--- config.mk ---
export PLATFORM = sky130hd
export DESIGN_NAME = qoi_frame_arbiter_flat
export DESIGN_NICKNAME = d
export VERILOG_FILES = /design/src/rtl/qoi_frame_arbiter_if.sv /design/src/rtl/qoi_frame_arbiter.sv /design/src/flat_wrapper.sv
export SDC_FILE = /design/constraint.sdc
export NUM_CORES = 1
export LEC_CHECK = 0
export ABC_AREA = 1
export CAP_MARGIN = 20
export CORE_ASPECT_RATIO = 0.7
export CORE_MARGIN = 2
export CORE_UTILIZATION = 44
export CTS_BUF_LIST = sky130_fd_sc_hd__clkbuf_4 sky130_fd_sc_hd__clkbuf_8 sky130_fd_sc_hd__clkbuf_16
export CTS_CLUSTER_SIZE = 14
export DETAILED_ROUTE_END_ITERATION = 12
export GPL_TIMING_DRIVEN = 0
export PLACE_DENSITY = 0.87
export SLEW_MARGIN = 20
export SYNTH_ARGS = -nofsm -noshare
export SYNTH_HDL_FRONTEND = slang
export SYNTH_SLANG_ARGS = --single-unit
--- constraint.sdc ---
create_clock -name i_clk -period 4.6 [get_ports i_clk]
set_clock_uncertainty 0.1 [all_clocks]
set_input_delay 0.92 -clock i_clk [delete_from_list [all_inputs] [get_ports i_clk]]
set_output_delay 0.92 -clock i_clk [all_outputs]
set_load 0.1 [all_outputs]
--- src/rtl/qoi_frame_arbiter_if.sv ---
// Bundle of the two source pixel streams and the muxed encoder stream.
// master: the arbiter's view (consumes s0/s1, produces m_*).
// slave:  the environment's view (cameras drive s0/s1, encoder sinks m_*).
interface qoi_frame_arbiter_if #(
  parameter int unsigned PW = 24
);
  logic          s0_valid;
  logic          s0_ready;
  logic [PW-1:0] s0_data;
  logic          s0_hlast;
  logic          s0_vlast;

  logic          s1_valid;
  logic          s1_ready;
  logic [PW-1:0] s1_data;
  logic          s1_hlast;
  logic          s1_vlast;

  logic          m_valid;
  logic          m_ready;
  logic [PW-1:0] m_data;
  logic          m_hlast;
  logic          m_last;

  modport master (
    input  s0_valid, s0_data, s0_hlast, s0_vlast,
    input  s1_valid, s1_data, s1_hlast, s1_vlast,
    input  m_ready,
    output s0_ready, s1_ready,
    output m_valid, m_data, m_hlast, m_last
  );

  modport slave (
    output s0_valid, s0_data, s0_hlast, s0_vlast,
    output s1_valid, s1_data, s1_hlast, s1_vlast,
    output m_ready,
    input  s0_ready, s1_ready,
    input  m_valid, m_data, m_hlast, m_last
  );
endinterface

--- src/rtl/qoi_frame_arbiter.sv ---
// Frame-granular arbiter sharing one QOI encoder between two RGB sources.
// A grant lasts from the first beat to the accepted hlast&&vlast beat, and
// one IDLE cycle always separates consecutive frames.
// Optional macro QOI_ARB_FIXED_PRIORITY_EN: source 0 always wins contested
// arbitrations (no priority pointer). Default build is frame round-robin.
module qoi_frame_arbiter #(
  parameter int unsigned PW       = 24,
  parameter int unsigned LGFRAMES = 16
) (
  input  logic                i_clk,
  input  logic                i_reset,
  qoi_frame_arbiter_if.master bus,
  output logic                o_busy,
  output logic                o_owner,
  output logic [LGFRAMES-1:0] o_frames0,
  output logic [LGFRAMES-1:0] o_frames1
);

  typedef enum logic [1:0] {
    IDLE   = 2'd0,
    GRANT0 = 2'd1,
    GRANT1 = 2'd2
  } state_t;

  state_t              state_q, state_d;
  logic                owner_q, owner_d;
  logic [LGFRAMES-1:0] frames0_q, frames1_q;
  logic                frame_end0, frame_end1;
  logic                prefer0;

`ifdef QOI_ARB_FIXED_PRIORITY_EN
  // Source 0 wins every contested arbitration.
  assign prefer0 = 1'b1;
`else
  logic prio_q;

  // Priority pointer: after a frame ends the other source is preferred.
  always_ff @(posedge i_clk or posedge i_reset) begin
    if (i_reset) begin
      prio_q <= 1'b0;
    end else if (frame_end0) begin
      prio_q <= 1'b1;
    end else if (frame_end1) begin
      prio_q <= 1'b0;
    end
  end

  assign prefer0 = ~prio_q;
`endif

  // State, owner and completed-frame counters.
  always_ff @(posedge i_clk or posedge i_reset) begin
    if (i_reset) begin
      state_q   <= IDLE;
      owner_q   <= 1'b0;
      frames0_q <= '0;
      frames1_q <= '0;
    end else begin
      state_q <= state_d;
      owner_q <= owner_d;
      if (frame_end0) begin
        frames0_q <= frames0_q + LGFRAMES'(1);
      end
      if (frame_end1) begin
        frames1_q <= frames1_q + LGFRAMES'(1);
      end
    end
  end

  // Grant decision in IDLE, stream pass-through and frame-end detection.
  always_comb begin
    state_d      = state_q;
    owner_d      = owner_q;
    frame_end0   = 1'b0;
    frame_end1   = 1'b0;
    bus.m_valid  = 1'b0;
    bus.m_data   = {PW{1'b0}};
    bus.m_hlast  = 1'b0;
    bus.m_last   = 1'b0;
    bus.s0_ready = 1'b0;
    bus.s1_ready = 1'b0;

    unique case (state_q)
      IDLE: begin
        if (bus.s0_valid && (!bus.s1_valid || prefer0)) begin
          state_d = GRANT0;
          owner_d = 1'b0;
        end else if (bus.s1_valid) begin
          state_d = GRANT1;
          owner_d = 1'b1;
        end
      end

      GRANT0: begin
        bus.m_valid  = bus.s0_valid;
        bus.m_data   = bus.s0_data;
        bus.m_hlast  = bus.s0_hlast;
        bus.m_last   = bus.s0_hlast && bus.s0_vlast;
        bus.s0_ready = bus.m_ready;
        frame_end0   = bus.s0_valid && bus.m_ready && bus.s0_hlast && bus.s0_vlast;
        if (frame_end0) begin
          state_d = IDLE;
        end
      end

      GRANT1: begin
        bus.m_valid  = bus.s1_valid;
        bus.m_data   = bus.s1_data;
        bus.m_hlast  = bus.s1_hlast;
        bus.m_last   = bus.s1_hlast && bus.s1_vlast;
        bus.s1_ready = bus.m_ready;
        frame_end1   = bus.s1_valid && bus.m_ready && bus.s1_hlast && bus.s1_vlast;
        if (frame_end1) begin
          state_d = IDLE;
        end
      end

      default: begin
        state_d = IDLE;
      end
    endcase
  end

  assign o_busy    = (state_q != IDLE);
  assign o_owner   = owner_q;
  assign o_frames0 = frames0_q;
  assign o_frames1 = frames1_q;

endmodule

--- src/flat_wrapper.sv ---
// flat-port wrapper written by rule: the top's interface ports become plain ports
module qoi_frame_arbiter_flat 
#(
  parameter int unsigned PW       = 24,
  parameter int unsigned LGFRAMES = 16
)
  (i_clk, i_reset, o_busy, o_owner, o_frames0, o_frames1, bus_s0_valid, bus_s0_data, bus_s0_hlast, bus_s0_vlast, bus_s1_valid, bus_s1_data, bus_s1_hlast, bus_s1_vlast, bus_m_ready, bus_s0_ready, bus_s1_ready, bus_m_valid, bus_m_data, bus_m_hlast, bus_m_last);
  qoi_frame_arbiter_if #(.PW(PW)) bus_i ();
  input  logic i_clk;
  input  logic i_reset;
  output logic o_busy;
  output logic o_owner;
  output logic [LGFRAMES-1:0] o_frames0;
  output logic [LGFRAMES-1:0] o_frames1;
  input wire logic [$bits(bus_i.s0_valid)-1:0] bus_s0_valid;
  input wire logic [$bits(bus_i.s0_data)-1:0] bus_s0_data;
  input wire logic [$bits(bus_i.s0_hlast)-1:0] bus_s0_hlast;
  input wire logic [$bits(bus_i.s0_vlast)-1:0] bus_s0_vlast;
  input wire logic [$bits(bus_i.s1_valid)-1:0] bus_s1_valid;
  input wire logic [$bits(bus_i.s1_data)-1:0] bus_s1_data;
  input wire logic [$bits(bus_i.s1_hlast)-1:0] bus_s1_hlast;
  input wire logic [$bits(bus_i.s1_vlast)-1:0] bus_s1_vlast;
  input wire logic [$bits(bus_i.m_ready)-1:0] bus_m_ready;
  output wire logic [$bits(bus_i.s0_ready)-1:0] bus_s0_ready;
  output wire logic [$bits(bus_i.s1_ready)-1:0] bus_s1_ready;
  output wire logic [$bits(bus_i.m_valid)-1:0] bus_m_valid;
  output wire logic [$bits(bus_i.m_data)-1:0] bus_m_data;
  output wire logic [$bits(bus_i.m_hlast)-1:0] bus_m_hlast;
  output wire logic [$bits(bus_i.m_last)-1:0] bus_m_last;
  assign bus_i.s0_valid = bus_s0_valid;
  assign bus_i.s0_data = bus_s0_data;
  assign bus_i.s0_hlast = bus_s0_hlast;
  assign bus_i.s0_vlast = bus_s0_vlast;
  assign bus_i.s1_valid = bus_s1_valid;
  assign bus_i.s1_data = bus_s1_data;
  assign bus_i.s1_hlast = bus_s1_hlast;
  assign bus_i.s1_vlast = bus_s1_vlast;
  assign bus_i.m_ready = bus_m_ready;
  assign bus_s0_ready = bus_i.s0_ready;
  assign bus_s1_ready = bus_i.s1_ready;
  assign bus_m_valid = bus_i.m_valid;
  assign bus_m_data = bus_i.m_data;
  assign bus_m_hlast = bus_i.m_hlast;
  assign bus_m_last = bus_i.m_last;
  qoi_frame_arbiter #(.PW(PW), .LGFRAMES(LGFRAMES)) u_core (.i_clk(i_clk), .i_reset(i_reset), .bus(bus_i), .o_busy(o_busy), .o_owner(o_owner), .o_frames0(o_frames0), .o_frames1(o_frames1));
endmodule
Word level (Yosys, flattened, before mapping)
Cells that the tools add are included.
Widths: inputs -> output; s select.
Storage, ports and cells
  register bits after elaboration: 36
  input port bits: 57
Operators by class
  add/sub/neg operators: 2
  equal/unequal tests: 5
  muxes and demuxes: 17
  bitwise logic cells: 1
  reduce and logical (&&, ||, !) cells: 17
Operators by type and width (count)
  $pmux 24 s2: 1
  $add 16x1->16 const B: 2
  $logic_and 1x1->1: 9
  $mux 1: 8
  $mux 2: 4
  $pmux 1 s2: 3
  $pmux 2 s3: 1
  $reduce_bool 2->1: 3
  $ne 2x1->1 const B: 2
  $ne 3x2->1 const B: 1
  $reduce_and 3->1: 1
  $eq 2x1->1 const B: 1
  $eq 2x2->1 const B: 1
  $logic_not 2->1: 1
  $reduce_and 2->1: 1
  $logic_not 1->1: 1
  $logic_or 1x1->1: 1
  $not 1->1: 1

Depth between registers and ports, before layout
  word-level depth: 6
  depth in mapped cells: 9
  mapped depth without buffers: 9

Least setup slack after synthesis
OpenSTA, ideal clock, no wires.
  path type: flip-flop to output port
  start: register u_core.state_q[1]
  end: output bus_m_data[10]
  data arrival time: 2543 ps
  data required time: 3580 ps
  path slack: 1037 ps
  cell stages (with the launch flop): 7
  path buffers: 2
  path through: dfrtp_1 -> inv_1 -> ha_1 -> buf_2 -> buf_2 -> nand2_1 -> a21oi_1
On the way
  word-level cells in the longest chain between the ends: 2
  elaborated cells on any way between the ends: 3
  classes of those cells: eq/ne (2); mux (1)
RTL lines
  start: declaration: line qoi_frame_arbiter.sv:25  | state_t state_q, state_d;
  start signal: assignment: line qoi_frame_arbiter.sv:59  | state_q <= state_d;
  $eq 2x2->1 or $eq 2x1->1 (tied branches): line qoi_frame_arbiter.sv:83  | unique case (state_q)
  $pmux 24 s2 *: line qoi_frame_arbiter.sv:83
  end: declaration: line flat_wrapper.sv:27  | output wire logic [$bits(bus_i.m_data)-1:0] bus_m_data;
Mark *: on every way between the ends. The rest lies on a longest branch, timed or not.

Final worst setup path
  start: input bus_s1_hlast
  end: output bus_m_last
On the way
  word-level cells in the longest chain between the ends: 2
RTL lines
  start: declaration: line flat_wrapper.sv:21  | input wire logic [$bits(bus_i.s1_hlast)-1:0] bus_s1_hlast;
  $logic_and 1x1->1: line qoi_frame_arbiter.sv:110  | bus.m_last = bus.s1_hlast && bus.s1_vlast;
  $pmux 1 s2: line qoi_frame_arbiter.sv:83
  end: declaration: line flat_wrapper.sv:29  | output wire logic [$bits(bus_i.m_last)-1:0] bus_m_last;
Every way passes these cells.

==> flow_summary.json <==
{
  "grt_pass1_vias": 2667,
  "drive_gt1_share_pct": 5.74,
  "routed.top_layer": "met4",
  "ff2ff_setup_slack_ns": 2.95,
  "grt_pass1_wl_um": 12400,
  "ctsResizeCount": 0,
  "m1WireLength_um": 3390,
  "syn_inst": 362,
  "overflow": 0,
  "timing.fmax_ghz": 0.246,
  "wl_per_cell_um": 12.9,
  "start_util_pct": 45.9,
  "ys_seq_area_share_pct": 37.4,
  "drv_slew": 0,
  "met2_length_um": 3370,
  "critical_path_peak_fanout": 3,
  "globalplace.congestion": 0.875,
  "r2r_end": "u_core.o_frames1[9]",
  "finalHoldViolations": 0,
  "ys_seq_elements": 36,
  "synth.most_common_cell": "nand2_1",
  "fp-row-count": 22,
  "chipHeight_um": 65.9,
  "clockBufferDepth": 2,
  "drc": 0,
  "async_reset_ff_share_pct": 100,
  "ff2ff_path_depth": 8,
  "yosysTopAreaCellShare_pct": 37.4,
  "start_kind": "input port",
  "final_util_pct": 72.1,
  "timing.final.crit_share_pct": 88.3,
  "cts_hold_buf": 0,
  "ant_nets": 0,
  "first_pass_iters": 5,
  "vias_per_cell": 4.80,
  "dieArea_um2": 6100,
  "synth_common_cells": "nand2_1 (149), inv_1 (40), dfrtp_1 (36), nor2_1 (32), a21oi_1 (28)",
  "post_cts_buffers": 0,
  "cp.arrival_ns": 3.04,
  "ctsHtreeMaxLevel": 2,
  "slew-limit-headroom_pct": 32.2,
  "yosys.area.top_type": "dfrtp_1",
  "crit_slowest_cell": "clkdlybuf4s50_1",
  "vias": 2689,
  "drt_iter0_drc": 98,
  "antenna_cells": 0,
  "synth_edf_count": 0,
  "placed_area_um2": 3690,
  "synthFlopType": "dfrtp_1",
  "end_kind": "output pin",
  "pre_cts_ws_ns": 0.559,
  "synth_nets": 424,
  "synthDistinctLibCells": 24,
  "timing.max_cap.violations": 0,
  "holdPathStages": 2,
  "core_um2": 5260,
  "critical_path_required_ns": 3.58,
  "power_leakage_nw": 1.65,
  "clk_latency_ns": 0.29,
  "yosys-top-cells-area": "dfrtp_1 (37%), nand2_1 (23%), inv_1 (6.2%), a21oi_1 (5.8%), nor2_1 (5.0%)",
  "holdPathEnd": "u_core.prio_q",
  "outcome": "finished clean",
  "dp_hpwl_um": 5750,
  "grt_max_degree": 37,
  "clock_tree.root_cell": "clkbuf_8",
  "worst_slew_pin_slew_ns": 1.01,
  "clkSinkCount": 36,
  "ys_warn_count": 0,
  "cts_tree": "done",
  "timing.setup.tns_ns": 0,
  "netlist_area_um2": 2410,
  "wl_um": 7220,
  "die_w_um": 92.5,
  "track_usage_pct": 25.7,
  "whs_ns": 0.382,
  "vdd_drop_max_mv": 0.400,
  "setup_ws_ns": 0.540,
  "cp_slowest_stage_delay_ns": 1.20,
  "ios": 120,
  "clk_pin_slew_ns": 0.06,
  "r2r-start": "u_core.state_q[0]",
  "grt_setup_unrepaired": "no",
  "cts_buffers": 5,
  "period_needed_ns": 4.06,
  "nets": 550,
  "antenna_found_initial": 0,
  "critPathKind": "input port to output pin",
  "met3_length_um": 301,
  "io_buffer_count": 119,
  "setup_viol": 0,
  "synthToLayoutAreaGrowth_pct": 57.1,
  "hp-class": "flip-flop to flip-flop",
  "path_cells": "clkdlybuf4s50_1 > nand3_1 > a21oi_1 > clkdlybuf4s50_1",
  "stdcell_area_um2": 3790,
  "power_density_nw_per_um2": 510,
  "min_from": "u_core.prio_q",
  "synth_area_per_cell_um2": 6.66,
  "cpMostUsedCell": "clkdlybuf4s50_1"
}
==> cell usage in the layout (no fill, tap or decap) <==
master           netlist  final
nand2_1              149    149
clkdlybuf4s50_1        0    119
inv_1                 40     39
dfrtp_1               36     36
nor2_1                32     32
a21oi_1               28     28
nand3_1               14     14
o21ai_0                9      9
clkbuf_8               0      7
nand4_1                6      6
xnor2_1                6      6
o21ai_1                6      6
buf_2                  6      6
xor2_1                 6      6
ha_1                   5      5
nand2_2                3      3
nand2_4                3      3
nor2_4                 2      2
nor2_2                 2      2
clkinv_1               2      2
buf_1                  2      2
buf_6                  1      1
nand3b_1               1      1
o21ai_2                1      1
nand3_2                1      1
nor2_8                 1      1
inv_2                  0      1
==> critical path, delay by kind of cell <==
| family | cells | cell delay (ns) |
|---|---|---|
| buffers and inverters | 2 | 1.73 |
| AOI/OAI and AO/OA | 1 | 0.22 |
| and+or+nand+nor | 1 | 0.16 |
==> flip-flops by register name (all words and copies together) (netlist names) <==
register / count
u_core.prio_q: 1
u_core.o_frames1: 16
u_core.state_q: 2
u_core.o_frames0: 16
u_core.o_owner: 1
==> per-stage QoR <==
step | cells | total power [W]
global route | 560 | 0.00202
global placement | 553 | 0.00167
finish | 560 | 0.00193
floorplan | 362 | 0.00136
CTS | 560 | 0.00193
detailed placement | 553 | 0.00169
==> worst max path at each step <==
stage | startpoint | end | slack, ns | cells after the start
3_5_place_dp | bus_s1_hlast | bus_m_last | 0.56 | 4
2_1_floorplan | u_core.state_q[1] | bus_m_data[10] | 1.04 | 6
6_report | bus_s1_hlast | bus_m_last | 0.54 | 4
3_3_place_gp | bus_s1_hlast | bus_m_last | 0.60 | 4
4_1_cts | bus_s1_hlast | bus_m_last | 0.55 | 4
5_1_grt | bus_s1_hlast | bus_m_last | 0.48 | 4
==> cell type report <==
type,instances,area (µm²)
clock buffer,7,96.3
fill,421,1470
inverter,42,158
multi-input combinational,275,1300
sequential,36,901
timing repair buffer,119,1190
tap,72,90.1
buffer,9,48.8
==> per-layer routing <==
layer / vias to the layer above / global-route usage, %
li1: 1369 / -
met1: 1236 / 33.8
met2: 66 / 43.4
met3: 18 / 4.56
met4: 0 / 8.21
met5: - / 0
==> power by group <==
group          leakage (nW)  internal, W  total [W]  switching [W]
logic                  1.13     0.000295    0.00130        0.00101
clock network        0.0503     0.000133   0.000243       0.000110
registers             0.478     0.000350   0.000387      0.0000372
total                  1.65     0.000778    0.00193        0.00115
==> kinds of logic after synthesis <==
group	after synthesis	share of synthesized area, %
AO/OA/AOI/OAI	44	9.29
flip-flops	36	37.4
XOR/XNOR	12	4.36
adder cells (fa/ha/maj)	5	2.59
AND/OR/NAND/NOR	214	37.8
buffers and inverters	51	8.56
(Power assumes the default switching activity.)
